File: src/rtl/debounce_multi.sv
// Multi-channel debouncer: 2-flop synchroniser, per-channel counter filter, rise/fall strobes.
// Define DEBOUNCE_MULTI_LONG_PRESS_EN to add per-channel long-press (o_Hold) strobes.
module debounce_multi #(
    parameter int unsigned NUM_CHANNELS   = 4,
    parameter int unsigned DEBOUNCE_LIMIT = 250000,
    parameter int unsigned HOLD_LIMIT     = 12500000
) (
    input  logic                    i_Clk,
    input  logic                    i_Rst_L,
    input  logic [NUM_CHANNELS-1:0] i_Signal,
    output logic [NUM_CHANNELS-1:0] o_DebouncedSignal,
    output logic [NUM_CHANNELS-1:0] o_Rise,
    output logic [NUM_CHANNELS-1:0] o_Fall,
    output logic [NUM_CHANNELS-1:0] o_Hold
);

    localparam int unsigned CntW = $clog2(DEBOUNCE_LIMIT);
    localparam logic [CntW-1:0] CntMax = CntW'(DEBOUNCE_LIMIT - 1);

    if (NUM_CHANNELS < 1) begin : gen_chk_channels
        $error("debounce_multi: NUM_CHANNELS must be at least 1");
    end
    if (DEBOUNCE_LIMIT < 2) begin : gen_chk_limit
        $error("debounce_multi: DEBOUNCE_LIMIT must be at least 2");
    end

    logic [NUM_CHANNELS-1:0] sync1_q, sync2_q;
    logic [NUM_CHANNELS-1:0] state_d, state_q;
    logic [NUM_CHANNELS-1:0] rise_d, rise_q;
    logic [NUM_CHANNELS-1:0] fall_d, fall_q;
    logic [CntW-1:0]         cnt_d [NUM_CHANNELS];
    logic [CntW-1:0]         cnt_q [NUM_CHANNELS];

    // Any matching cycle clears the count, so only an unbroken run of mismatches flips state.
    always_comb begin
        state_d = state_q;
        rise_d  = '0;
        fall_d  = '0;
        for (int n = 0; n < int'(NUM_CHANNELS); n++) begin
            cnt_d[n] = '0;
            if (sync2_q[n] != state_q[n]) begin
                if (cnt_q[n] == CntMax) begin
                    state_d[n] = sync2_q[n];
                    rise_d[n]  = sync2_q[n];
                    fall_d[n]  = ~sync2_q[n];
                end else begin
                    cnt_d[n] = cnt_q[n] + CntW'(1);
                end
            end
        end
    end

    always_ff @(posedge i_Clk or negedge i_Rst_L) begin
        if (!i_Rst_L) begin
            sync1_q <= '0;
            sync2_q <= '0;
            state_q <= '0;
            rise_q  <= '0;
            fall_q  <= '0;
            for (int n = 0; n < int'(NUM_CHANNELS); n++) begin
                cnt_q[n] <= '0;
            end
        end else begin
            sync1_q <= i_Signal;
            sync2_q <= sync1_q;
            state_q <= state_d;
            rise_q  <= rise_d;
            fall_q  <= fall_d;
            for (int n = 0; n < int'(NUM_CHANNELS); n++) begin
                cnt_q[n] <= cnt_d[n];
            end
        end
    end

    assign o_DebouncedSignal = state_q;
    assign o_Rise            = rise_q;
    assign o_Fall            = fall_q;

`ifdef DEBOUNCE_MULTI_LONG_PRESS_EN
    localparam int unsigned HoldW = $clog2(HOLD_LIMIT + 1);
    localparam logic [HoldW-1:0] HoldMax = HoldW'(HOLD_LIMIT);

    if (HOLD_LIMIT < 1) begin : gen_chk_hold
        $error("debounce_multi: HOLD_LIMIT must be at least 1");
    end

    logic [HoldW-1:0]        hold_cnt_d [NUM_CHANNELS];
    logic [HoldW-1:0]        hold_cnt_q [NUM_CHANNELS];
    logic [NUM_CHANNELS-1:0] hold_d, hold_q;

    // Saturation at HoldMax is what limits o_Hold to one pulse per press.
    always_comb begin
        hold_d = '0;
        for (int n = 0; n < int'(NUM_CHANNELS); n++) begin
            hold_cnt_d[n] = '0;
            if (state_q[n]) begin
                if (hold_cnt_q[n] != HoldMax) begin
                    hold_cnt_d[n] = hold_cnt_q[n] + HoldW'(1);
                    hold_d[n]     = (hold_cnt_d[n] == HoldMax);
                end else begin
                    hold_cnt_d[n] = hold_cnt_q[n];
                end
            end
        end
    end

    always_ff @(posedge i_Clk or negedge i_Rst_L) begin
        if (!i_Rst_L) begin
            hold_q <= '0;
            for (int n = 0; n < int'(NUM_CHANNELS); n++) begin
                hold_cnt_q[n] <= '0;
            end
        end else begin
            hold_q <= hold_d;
            for (int n = 0; n < int'(NUM_CHANNELS); n++) begin
                hold_cnt_q[n] <= hold_cnt_d[n];
            end
        end
    end

    assign o_Hold = hold_q;
`else
    logic [31:0] unused_hold_limit;
    assign unused_hold_limit = 32'(HOLD_LIMIT);
    assign o_Hold = '0;
`endif

endmodule
File: config.mk
export PLATFORM = sky130hd
export DESIGN_NAME = debounce_multi
export DESIGN_NICKNAME = d
export VERILOG_FILES = /design/src/rtl/debounce_multi.sv
export SDC_FILE = /design/constraint.sdc
export NUM_CORES = 1
export LEC_CHECK = 0
export BUFFER_PORTS_ARGS = -buffer_cell sky130_fd_sc_hd__buf_4
export CAP_MARGIN = 40
export CELL_PAD_IN_SITES_DETAIL_PLACEMENT = 0
export CELL_PAD_IN_SITES_GLOBAL_PLACEMENT = 1
export CORE_UTILIZATION = 52
export CTS_CLUSTER_SIZE = 28
export DETAILED_ROUTE_END_ITERATION = 10
export PLACE_DENSITY = 0.92
export SLEW_MARGIN = 0
export SYNTH_ARGS = -nofsm -noshare
export SYNTH_HDL_FRONTEND = slang
export SYNTH_SLANG_ARGS = --single-unit
export TNS_END_PERCENT = 1
File: constraint.sdc
create_clock -name i_Clk -period 6.4 [get_ports i_Clk]
set_input_delay 0.32 -clock i_Clk [delete_from_list [all_inputs] [get_ports i_Clk]]
set_output_delay 0.32 -clock i_Clk [all_outputs]
set_load 0.02 [all_outputs]
* After elaboration in Yosys (flattened, before gate mapping)
Cells that the tools add are included.
Word-level totals: flip-flop bits (word level) 92, input bits 6, output and inout port bits 16, word-level logic and storage cells 56
Cells by class: $add $sub $neg 4, eq/ne operators 8, muxes and demuxes 24, bitwise operators 4, reduce and logical (&&, ||, !) cells 4
Operators with widths (count):
- $mux W18 | 8
- $add A18 B1 Y18 const B | 4
- $eq A18 B18 Y1 const B | 4
- $mux W1 | 16
- $reduce_and A2 Y1 | 4
- $ne A1 B1 Y1 | 4
- $not A1 Y1 | 4

* Depth between registers and ports, before layout
word-level depth 3, depth in mapped cells 6, gate-level depth less buffers 5

* Least setup slack after synthesis
No wires, ideal clock.
kind register to register, start reg cnt_q[49] (netlist bit), end reg state_q[1] (netlist: o_DebouncedSignal[1]), library setup time 125 ps, arrival 1968 ps, required time 6275 ps, slack 4307 ps, cell stages (with the launch flop) 5, path buffers 0, period minus slack after synthesis 2093 ps, cells stage by stage dfrtp_1 or4b_1 or4_4 or2_4 mux2_4
Between the ends: longest elaborated chain between the ends 2
RTL lines:
- start, declared | line 32 | logic [CntW-1:0] cnt_q [NUM_CHANNELS];
- start signal, assigned by index | line 70 | cnt_q[n] <= cnt_d[n];
- $eq A18 B18 Y1 | line 42 | if (cnt_q[n] == CntMax) begin
- $reduce_and A2 Y1 (no line)
- end signal, assigned | line 66 | state_q <= state_d;
- end, declared | line 28 | logic [NUM_CHANNELS-1:0] state_d, state_q;
No other way between the ends. A chain may end at the register's enable or synchronous reset.

==> flow_summary.ini <==
[power]
p_int_uw = 835.1
seq_power_share_pct = 55.3
p_sw_uw = 245.2
switching_share_pct = 22.70
peakVddDrop_mv = 0.2246
powerDensity_nw_per_um2 = 227.5
combPwrFrac_pct = 3.4
pwr-share-clk_pct = 41.3
cellLeakagePower_uw = 0.001953

[synth]
yosysTopAreaCellShare_pct = 54.05
synth-edff-count = 0
synth_xor_area_share_pct = 12.54
ys_types = 39
synth_seq_cells = 92
yosysWarningCount = 0
synth_most_common_cell = dfrtp_1
synth_flop_cell = dfrtp_1
synth_top_family_by_area = simple AND/OR/NAND/NOR gates
yosys.area_share.adder_pct = 1.175
yosysSeqAreaShare_pct = 54.05
synthSimpleGateAreaFrac_pct = 26.06
synth_compound_area_share_pct = 3.055
netlist_top_cells_count = dfrtp_1 (92), nor2_1 (72), xnor2_1 (43)
muxShareOfSynthArea_pct = 1.146
synth_largest_area_cell = dfrtp_1
syn_area_per_cell_um2 = 10.46
syn_area_um2 = 4259
syn_inst = 407
ys_top_cells_by_area = dfrtp_1 (54%), xnor2_1 (8.8%), nor2_1 (6.3%), xor2_1 (3.7%), nand4_1 (3.2%)
synth-async-reset-ratio_pct = 100.0

[cells_and_area]
nFillCells = 640
synthToLayoutAreaGrowth_pct = 11.49
final_nets = 445
stdcell_count = 542
drive_above_1_share_pct = 10.91
antennaDiodeCount = 0

[place]
dp_hpwl_um = 5082
io_buffer_count = 17
place_inst = 525
dp_slack_ns = 4.092
gp_congestion = 0.8358

[clock_tree]
cts_resized = 0
clkSinkCount = 92
cts_buffers = 9
htree_levels = 3
root_buffer = clkbuf_8
cts_setup_buffers = 0
clock_path_buffers = 2
insertion_delay_ns = 0.37
cts_tree = built
cts.clk_slew.worst_paths_ns = 0.09

[floorplanning]
die_x_um = 92.50
std_cell_rows = 32
die_h_um = 92.50
ios = 22
core_region_area_um2 = 7807
dieArea_um2 = 8556
start_util_pct = 54.55

[outcome]
status = finished, final reports clean

[routing]
drc = 0
drt_wl_total_um = 7660
wire_per_inst_um = 14.13
drtIter0Drc = 81
drt_pre_antenna_iters = 4
post_drt_via_cell_ratio = 5.594
num_vias = 3032
antenna_left = 0

[sta]
maxSlewViolCount = 0
worstMarginPinSlew_ns = 0.7477
fin_worst_skew_ns = 0.01027
fin_crit_sh_pct = 36.04
fmax_mhz = 433.6
worst_slack_ns = 4.094
finalSetupViolCount = 0
setup_tns_ns = 0
final_hold_viol_count = 0
rsz0062_at_grt = no
whs_ns = 0.05625
maxSlewHeadroom_pct = 49.61
period_needed_ns = 2.306

[critical_path]
start_kind = register
cp.required_ns = 6.63
arrival_ns = 2.54
worstPathMaxFanout = 17
path_class = register to register
crit_path_end_kind = register

[run]
cap_violations = 0

[global_routing]
grt.overflow.total = 0
track_usage_pct = 19.60
grt_max_degree = 59
grt_antenna_before_repair = 0
grt_pass1_vias = 2869
grt_pass1_wl_um = 13300

[hold_path]
hp-class = input pin to register
[path summary, 6_finish.rpt]
path | start | endpoint | slack [ns] | cells after the start
max | cnt_q[49] | cnt_q[42] | 4.09 | 4
min | i_Signal[2] | sync1_q[2] | 0.06 | 1
max reg2reg | cnt_q[49] | cnt_q[42] | 4.09 | 4
min reg2reg | sync1_q[1] | sync2_q[1] | 0.35 | 0
max in group asynchronous | i_Rst_L | cnt_q[60] | 4.92 | 3
min in group asynchronous | i_Rst_L | cnt_q[51] | 0.42 | 2
[flip-flops by register name (all words and copies together), names as in the netlist]
name               flops
o_Rise                 4
sync2_q                4
o_DebouncedSignal      4
sync1_q                4
cnt_q                 72
o_Fall                 4
[critical path, cell delays in order, from the launching register on]
cell and delay [ns]:
dfrtp_1 0.44, or4b_1 0.53, or4_4 0.53, o21ai_2 0.54, nor2_1 0.13
[cells in the final DEF (no fill, tap or decap), types with 8 or more instances in the layout]
| cell type | synthesis | layout |
|---|---|---|
| nor3b_1 | 9 | 9 |
| nor3_1 | 11 | 11 |
| dfrtp_1 | 92 | 92 |
| nand4_1 | 22 | 22 |
| nor4_1 | 17 | 17 |
| xnor2_1 | 43 | 43 |
| xor2_1 | 18 | 18 |
| nor2_1 | 72 | 72 |
| nand2_1 | 19 | 19 |
| or4_1 | 8 | 8 |
| buf_4 | 5 | 20 |
| nand3_1 | 25 | 25 |
| clkbuf_8 | 0 | 10 |
| inv_1 | 8 | 8 |
[power groups by stage]
stage	combinational, uW	sequential [uW]	clock (uW)
3_5_place_dp	37.1	609	0
3_3_place_gp	36.1	609	0
6_report	36.7	598	446
5_1_grt	42.4	599	478
2_1_floorplan	20.0	607	0
4_1_cts	38.3	598	458
[cell families (layout without fill, tap and decap cells)]
kind of cell / count (synthesis) / after routing
multiplexers: 4 / 4
XOR/XNOR: 61 / 61
other: 1 / 4
buffers and inverters: 16 / 46
flip-flops: 92 / 92
AO/OA/AOI/OAI: 18 / 18
adder cells (fa/ha/maj): 4 / 4
AND/OR/NAND/NOR: 211 / 211
[final cells by class]
cell class	instances	area, um^2	area share (%)
Multi-Input combinational cell	302	1888	39.76
Sequential cell	92	2302	48.48
Inverter	8	30.03	0.6324
Clock buffer	10	137.6	2.899
Timing Repair Buffer	22	171.4	3.610
Tap cell	102	127.6	2.688
Clock inverter	6	91.34	1.924
[layer usage]
layer  up-vias  share of wire [%]  track usage, %
li1       1490                  -               -
met1      1472                 49           26.63
met2        63                 46           30.56
met3         7                4.2           5.255
met4         0                1.2           6.380
met5         -                  0               0
[metrics by stage]
step | utilization, % | total power [uW] | cell area [um^2]
CTS | 60.82 | 1094 | 4748
global route | 60.82 | 1119 | 4748
detailed placement | 57.76 | 646.1 | 4509
global placement | 57.61 | 644.8 | 4498
floorplan | - | 627.3 | 4270
finish | 60.82 | 1080 | 4748
[what timing repair did]
action | 4_1_cts | 5_1_grt
endpoints found under the setup margin | 0 | 0
hold buffers | 1 | 0
hold endpoints to repair | 34 | 0
Note: power is estimated with default switching activity, not from simulation.
